<file path="config.mk">
export PLATFORM = sky130hd
export DESIGN_NAME = macrocell_sop
export DESIGN_NICKNAME = d
export VERILOG_FILES = /design/src/rtl/macrocell_sop.sv
export SDC_FILE = /design/constraint.sdc
export NUM_CORES = 2
export LEC_CHECK = 0
export ABC_AREA = 1
export CAP_MARGIN = 20
export CORE_MARGIN = 2
export CORE_UTILIZATION = 50
export CTS_BUF_LIST = sky130_fd_sc_hd__clkbuf_4
export DETAILED_ROUTE_END_ITERATION = 16
export GPL_TIMING_DRIVEN = 0
export PLACE_DENSITY = 0.7
export SLEW_MARGIN = 20
export SYNTH_ARGS = -nofsm -noshare
export SYNTH_HDL_FRONTEND = slang
export SYNTH_SLANG_ARGS = --single-unit
</file>
<file path="constraint.sdc">
create_clock -name clock -period 34.7 [get_ports clock]
set_input_delay 6.94 -clock clock [delete_from_list [all_inputs] [get_ports clock]]
set_output_delay 6.94 -clock clock [all_outputs]
set_load 0.05 [all_outputs]
</file>
<file path="src/rtl/macrocell_sop.sv">
// CPLD-style macrocell: serially loaded shadow configuration, committed atomically
// into an active sum-of-products array feeding a D/T register or a combinational bypass.
module macrocell_sop #(
  parameter int num_input_signals = 88,
  parameter int num_product_terms = 5
) (
  input  logic                         clock,
  input  logic                         reset,
  input  logic                         cfg_shift_en,
  input  logic                         cfg_data_in,
  output logic                         cfg_data_out,
  input  logic                         cfg_commit,
  output logic                         configured,
  output logic                         cfg_error,
  input  logic                         clock_enable,
  input  logic [num_input_signals-1:0] input_signals,
  output logic [num_product_terms-1:0] term_out,
  output logic                         macrocell_out
);

  localparam int N          = num_input_signals;
  localparam int P          = num_product_terms;
  localparam int CFG_BITS   = P * (N + 1) + 3;
  localparam int CNT_W      = $clog2(CFG_BITS + 2);
  localparam int BIT_INVERT = CFG_BITS - 3;
  localparam int BIT_TMODE  = CFG_BITS - 2;
  localparam int BIT_BYPASS = CFG_BITS - 1;

  localparam logic [CNT_W-1:0] CNT_FULL = CNT_W'(CFG_BITS);
  localparam logic [CNT_W-1:0] CNT_OVER = CNT_W'(CFG_BITS + 1);

  typedef enum logic {
    UNCONFIGURED = 1'b0,
    CONFIGURED   = 1'b1
  } state_t;

  state_t              state_q, state_d;
  logic [CFG_BITS-1:0] shadow_q, shadow_d;
  logic [CFG_BITS-1:0] active_q, active_d;
  logic [CNT_W-1:0]    bitCount_q, bitCount_d;
  logic                cfgError_q, cfgError_d;
  logic                mcReg_q, mcReg_d;

  logic         commitValid;
  logic         commitBad;
  logic [P-1:0] termRaw;
  logic         sumOut;
  logic         isConfigured;

  // Shift takes precedence: a commit is only looked at on a cycle with no shift.
  assign commitValid  = cfg_commit & ~cfg_shift_en & (bitCount_q == CNT_FULL);
  assign commitBad    = cfg_commit & ~cfg_shift_en & (bitCount_q != CNT_FULL);
  assign isConfigured = (state_q == CONFIGURED);

  for (genvar k = 0; k < P; k++) begin : gTerm
    logic [N-1:0] enables;
    assign enables    = active_q[k*(N+1) +: N];
    assign termRaw[k] = active_q[k*(N+1) + N] & (&(input_signals | ~enables));
  end

  assign sumOut = (|termRaw) ^ active_q[BIT_INVERT];

  always_ff @(posedge clock or posedge reset) begin
    if (reset) begin
      state_q    <= UNCONFIGURED;
      shadow_q   <= '0;
      active_q   <= '0;
      bitCount_q <= '0;
      cfgError_q <= 1'b0;
      mcReg_q    <= 1'b0;
    end else begin
      state_q    <= state_d;
      shadow_q   <= shadow_d;
      active_q   <= active_d;
      bitCount_q <= bitCount_d;
      cfgError_q <= cfgError_d;
      mcReg_q    <= mcReg_d;
    end
  end

  always_comb begin
    state_d = state_q;
    if (commitValid) begin
      state_d = CONFIGURED;
    end
  end

  // The bit counter sticks at CFG_BITS+1 so an overrun can never alias back to a full load.
  always_comb begin
    shadow_d   = shadow_q;
    active_d   = active_q;
    bitCount_d = bitCount_q;
    cfgError_d = cfgError_q;
    if (cfg_shift_en) begin
      shadow_d = {cfg_data_in, shadow_q[CFG_BITS-1:1]};
      if (bitCount_q != CNT_OVER) begin
        bitCount_d = bitCount_q + CNT_W'(1);
      end
    end else if (commitValid) begin
      active_d   = shadow_q;
      bitCount_d = '0;
      cfgError_d = 1'b0;
    end else if (commitBad) begin
      cfgError_d = 1'b1;
    end
  end

  always_comb begin
    mcReg_d = mcReg_q;
    if (commitValid) begin
      mcReg_d = 1'b0;
    end else if (clock_enable && isConfigured) begin
      mcReg_d = active_q[BIT_TMODE] ? (mcReg_q ^ sumOut) : sumOut;
    end
  end

  assign cfg_data_out  = shadow_q[0];
  assign configured    = isConfigured;
  assign cfg_error     = cfgError_q;
  assign term_out      = isConfigured ? termRaw : '0;
  assign macrocell_out = isConfigured & (active_q[BIT_BYPASS] ? sumOut : mcReg_q);

endmodule

</file>
==> Word level (Yosys, flattened, before mapping) <==
Cells that the tools add are included.
{ "totals": {"word_cells": 56, "n_memories": 0, "latchBits": 0, "ram_bits": 0, "in_bits": 94, "rom_bits": 0, "output_inout_bits": 9, "regBits": 908} }
{ "op_classes": {"n_reduce_logical": 13, "add_sub_neg": 1, "n_mul": 0, "order_cmp": 0, "div": 0, "shifts": 0, "bitwise_logic": 22, "eq_ne": 4, "muxes": 10} }
{ "op_table": {"columns": ["operator", "count"], "rows": [
  ["88-bit NOT", 5],
  ["88-bit OR", 5],
  ["88-bit AND reduction", 5],
  ["9-bit two-way mux", 3],
  ["9-bit inequality test (second input constant)", 2],
  ["9-bit by 1-bit adder with 9-bit output (second input constant)", 1],
  ["1-bit bitwise AND", 9],
  ["9-bit equality test (second input constant)", 1],
  ["1-bit two-way mux", 6],
  ["2-bit AND reduction", 3],
  ["2-bit nonzero test", 3],
  ["5-bit two-way mux", 1],
  ["5-bit OR reduction", 1],
  ["2-bit by 1-bit inequality test with 1-bit output (second input constant)", 1],
  ["1-bit XOR", 2],
  ["1-bit logical AND", 1],
  ["1-bit NOT", 1]
]} }

==> Logic depth before layout (Yosys ltp) <==
{ "logic_depth": {"word_depth": 10, "mapped_depth": 16, "mapped_depth_nobuf": 16} }

==> Worst setup path after synthesis <==
Ideal clock, no wire load.
{ "synth_timing": {"kind": "input to output", "startpoint": "input input_signals[33]", "endpoint": "output macrocell_out", "t_required_ps": 27760, "arrival_ps": 8521, "stages": 13, "path_buffers": 0, "slack_ps": 19239, "cell_sequence": "inv_1 -> nand2_1 -> nand2_1 -> nand3b_1 -> nor2_1 -> nand2_1 -> nor2_1 -> nand2_1 -> nor2_1 -> nor2_1 -> nand3_1 -> nand2_1 -> a21oi_1"} }
{ "synth_via": {"elab_chain_cells": 7, "elab_cells_between_ends": 19, "cone_classes": "1 x mux; 12 x bitwise; 6 x reduce/logical"} }
{ "synth_lines": {"columns": ["element", "line", "rtl"], "rows": [
  ["from (decl)", "16", "input logic [num_input_signals-1:0] input_signals,"],
  ["88-bit OR", "58", "assign termRaw[k] = active_q[k*(N+1) + N] & (&(input_signals | ~enables));"],
  ["88-bit AND reduction", "58", null],
  ["1-bit bitwise AND", "58", null],
  ["5-bit OR reduction (*)", "61", "assign sumOut = (|termRaw) ^ active_q[BIT_INVERT];"],
  ["1-bit XOR (*)", "61", null],
  ["1-bit two-way mux (*)", "121", "assign macrocell_out = isConfigured & (active_q[BIT_BYPASS] ? sumOut : mcReg_q);"],
  ["1-bit bitwise AND (*)", "121", null],
  ["to (decl)", "18", "output logic macrocell_out"]
]} }
Every way passes the cells marked *; elsewhere a longest branch is shown, timed or not.

==> Final worst setup path <==
{ "layout_timing": {"startpoint": "input input_signals[84]", "endpoint": "output macrocell_out"} }
Same word-level chain as after synthesis.

==> results.toml <==
[run_status]
status = "completed"

[die]
initial_core_util = 0.506
dieArea_um2 = 79000
rows = 101
die_h_um = 281
ios = 103
die_w_um = 281
core-area_um2 = 75900

[job]
drv_cap = 0

[worst_setup_path]
path_common_cell = "nand3_1"
cp_num_cells = 14
cp_cell_sequence = "clkdlybuf4s50_1 -> inv_1 -> nand2_1 -> nand3_1 -> nor2_1 -> nand3_1 -> nor2_1 -> nand3_1 -> nand2_1 -> inv_1 -> nand3_1 -> nand2_1 -> a21oi_1 -> clkdlybuf4s50_1"
critPathLaunchType = "primary input"
endpoint_kind = "output port"
cp_top_family = "buffers and inverters"
path_class = "in -> out"
critPathMaxFanout = 5
cpPeakStageDelay_ns = 0.90
worst-endpoint-arrival_ns = 10.79
r2r_cells = 8
cp_slowest_cell = "clkdlybuf4s50_1"
worst_ep_required_time_ns = 27.76
path_buf_inv = 4

[power]
power_density_nw_per_um2 = 54.5
seq_power_share = 0.510
peakVddDrop_mv = 0.0318
p_clk_frac = 0.379
p_switching_uw = 704
switching_share = 0.295
p_total_uw = 2390
internal-power_uw = 1680
p_leak_uw = 0.0221
pwr-share-comb = 0.110

[layout]
fillers = 7043
fin_nets = 5109
finalNonFillerCells = 6223
final_core_util = 0.577
drive_gt1_frac = 0.0792
multiInputGateArea_um2 = 12800
layout_common_cells = "nand2_1, dfrtp_1, o21ai_0"
seq_area_um2 = 22700
layout_commonest_cell = "nand2_1"
area_growth_pct = 14.2

[global_route]
grt_overflow_total = 0
grt_pass1_vias = 32900
grt_antenna_before_repair = 11
grt_usage = 0.353
grt_pass1_wl_um = 202000
grt_max_degree = 107

[synth]
avgSynthCellArea_um2 = 8.22
synth_top_flop_cell = "dfrtp_1"
synth-edff-count = 0
netlist_area_um2 = 38400
syn_nets = 4767
synthTopCellsByArea = "dfrtp_1, nand2_1, o21ai_0"
synth_top_area_frac = 0.592
synthArstFlopShare = 1.00
postSynthRegisterBits = 908
netlist_instances = 4670
yosysSeqAreaShare = 0.592
yosysWarnings = 0
yosysTopAreaCell = "dfrtp_1"
ys_types = 27

[timing]
finalSetupViolations = 0
clock_skew_ns = 0.0658
relSlewSlack = 0.186
hold_viol_final = 0
final.period_utilization = 0.511
finalCriticalPeriod_ns = 17.73
fmax_ghz = 0.0564
tightest_slew_ns = 1.22
rsz0062_at_grt = "no"
slew_viol_final = 0

[clock_tree]
cts_setup_buffers = 0
cts_tree = "built"
cts_hold_buf = 0
clkSinkCount = 908
cts_root_buf = "clkbuf_4"
clkTransAtPathRegs_ns = 0.07
cts_resized = 0
cts_max_level = 4
clock_latency_ns = 1.13
cts_buffers = 230
cts_buffer_depth = 3

[placed_design]
place_hpwl_um = 95700
routabilityCongestion = 0.983
dp_cells = 5810
port_buffers = 101

[detailed_routing]
vias = 33900
post_drt_wl_per_cell_um = 21.9
first_pass_iters = 7
drt_iter0_drc = 4077
finalWirelength_um = 136000
ant_nets = 0
viasPerCell = 5.46
drcViolationCount = 0

[min_path]
min_path_cells = 2
hold_path_class = "reg -> reg"
## final cells by class
| class | instances | share of cell area |
|---|---|---|
| flip-flops and latches | 908 | 0.518 |
| multi-input cells | 2999 | 0.291 |
| clock buffers | 332 | 0.0568 |
| inverters | 565 | 0.0485 |
| well taps | 1030 | 0.0294 |
| repair buffers | 110 | 0.0287 |
| plain buffers | 198 | 0.0180 |
| clock inverters | 66 | 0.00813 |
| diodes | 15 | 0.000856 |
## registers in the layout, summed over array words and instances, names as in the netlist
signal,count
mcReg_q,1
active_q,448
shadow_q,448
configured,1
cfg_error,1
bitCount_q,9
## path summary, 6_finish.rpt
check                                          start                        end  slack, ns
max                                input_signals[84]              macrocell_out      16.97
min                        shadow_q[168]$_DFFE_PP0P_  shadow_q[167]$_DFFE_PP0P_       0.45
max reg2reg                bitCount_q[0]$_DFFE_PP0P_  bitCount_q[7]$_DFFE_PP0P_      31.77
min reg2reg                shadow_q[168]$_DFFE_PP0P_  shadow_q[167]$_DFFE_PP0P_       0.45
max in group asynchronous                      reset    shadow_q[4]$_DFFE_PP0P_      26.54
min in group asynchronous                      reset  shadow_q[151]$_DFFE_PP0P_       6.34
## synth_stat cells (2+ instances only)
master,n
buf_1,6
clkbuf_1,155
xor2_1,3
nand2_1,1639
nor3_1,8
inv_1,561
o22ai_1,4
o211ai_1,4
nand4_1,42
o21ai_0,899
nor3_2,2
dfrtp_1,908
nor2_1,271
nand3b_1,8
nand2_2,2
inv_2,3
a21oi_1,35
nand3_1,72
ha_1,3
and3_1,2
buf_2,37
## cells by family after synthesis
logic type	count (synthesis)	share of synthesized area
buf+inv	763	0.0758
fa+ha+maj	3	0.000978
xor+xnor	3	0.000684
compound gates	945	0.124
simple gates	2048	0.207
flops	908	0.592
## power by group through the flow
stage	Sequential [uW]	Clock, uW	Combinational, uW
after floorplan	1220	0	160
after global placement	1240	0	248
after detailed placement	1230	0	259
after CTS	1220	912	260
after global routing	1230	973	297
final	1220	905	264
## tightest hold or removal path: stages, from the launching register on
cell	delay, ns
dfrtp_1	0.34
nand2_1	0.05
o21ai_0	0.07
## stage by stage
step	setup TNS [ns]	worst slack (ns)	area (um2)	hold WS [ns]
finish	0	16.97	43800	0.448
global route	0	17.01	43800	0.452
global placement	-6835.16	-7.66	40700	0.455
CTS	0	17.11	43800	0.426
detailed placement	0	17.13	41000	0.466
floorplan	0	2.23	38400	0.449
## routing by layer
metal | up-vias | wire, um | track usage
met2 | 1717 | 58300 | 0.511
met4 | 14 | 8320 | 0.208
li1 | 15500 | - | -
met3 | 431 | 15800 | 0.127
met5 | - | 209 | 0.0119
met1 | 16300 | 53800 | 0.455
Power figures use the tool's default switching activity.
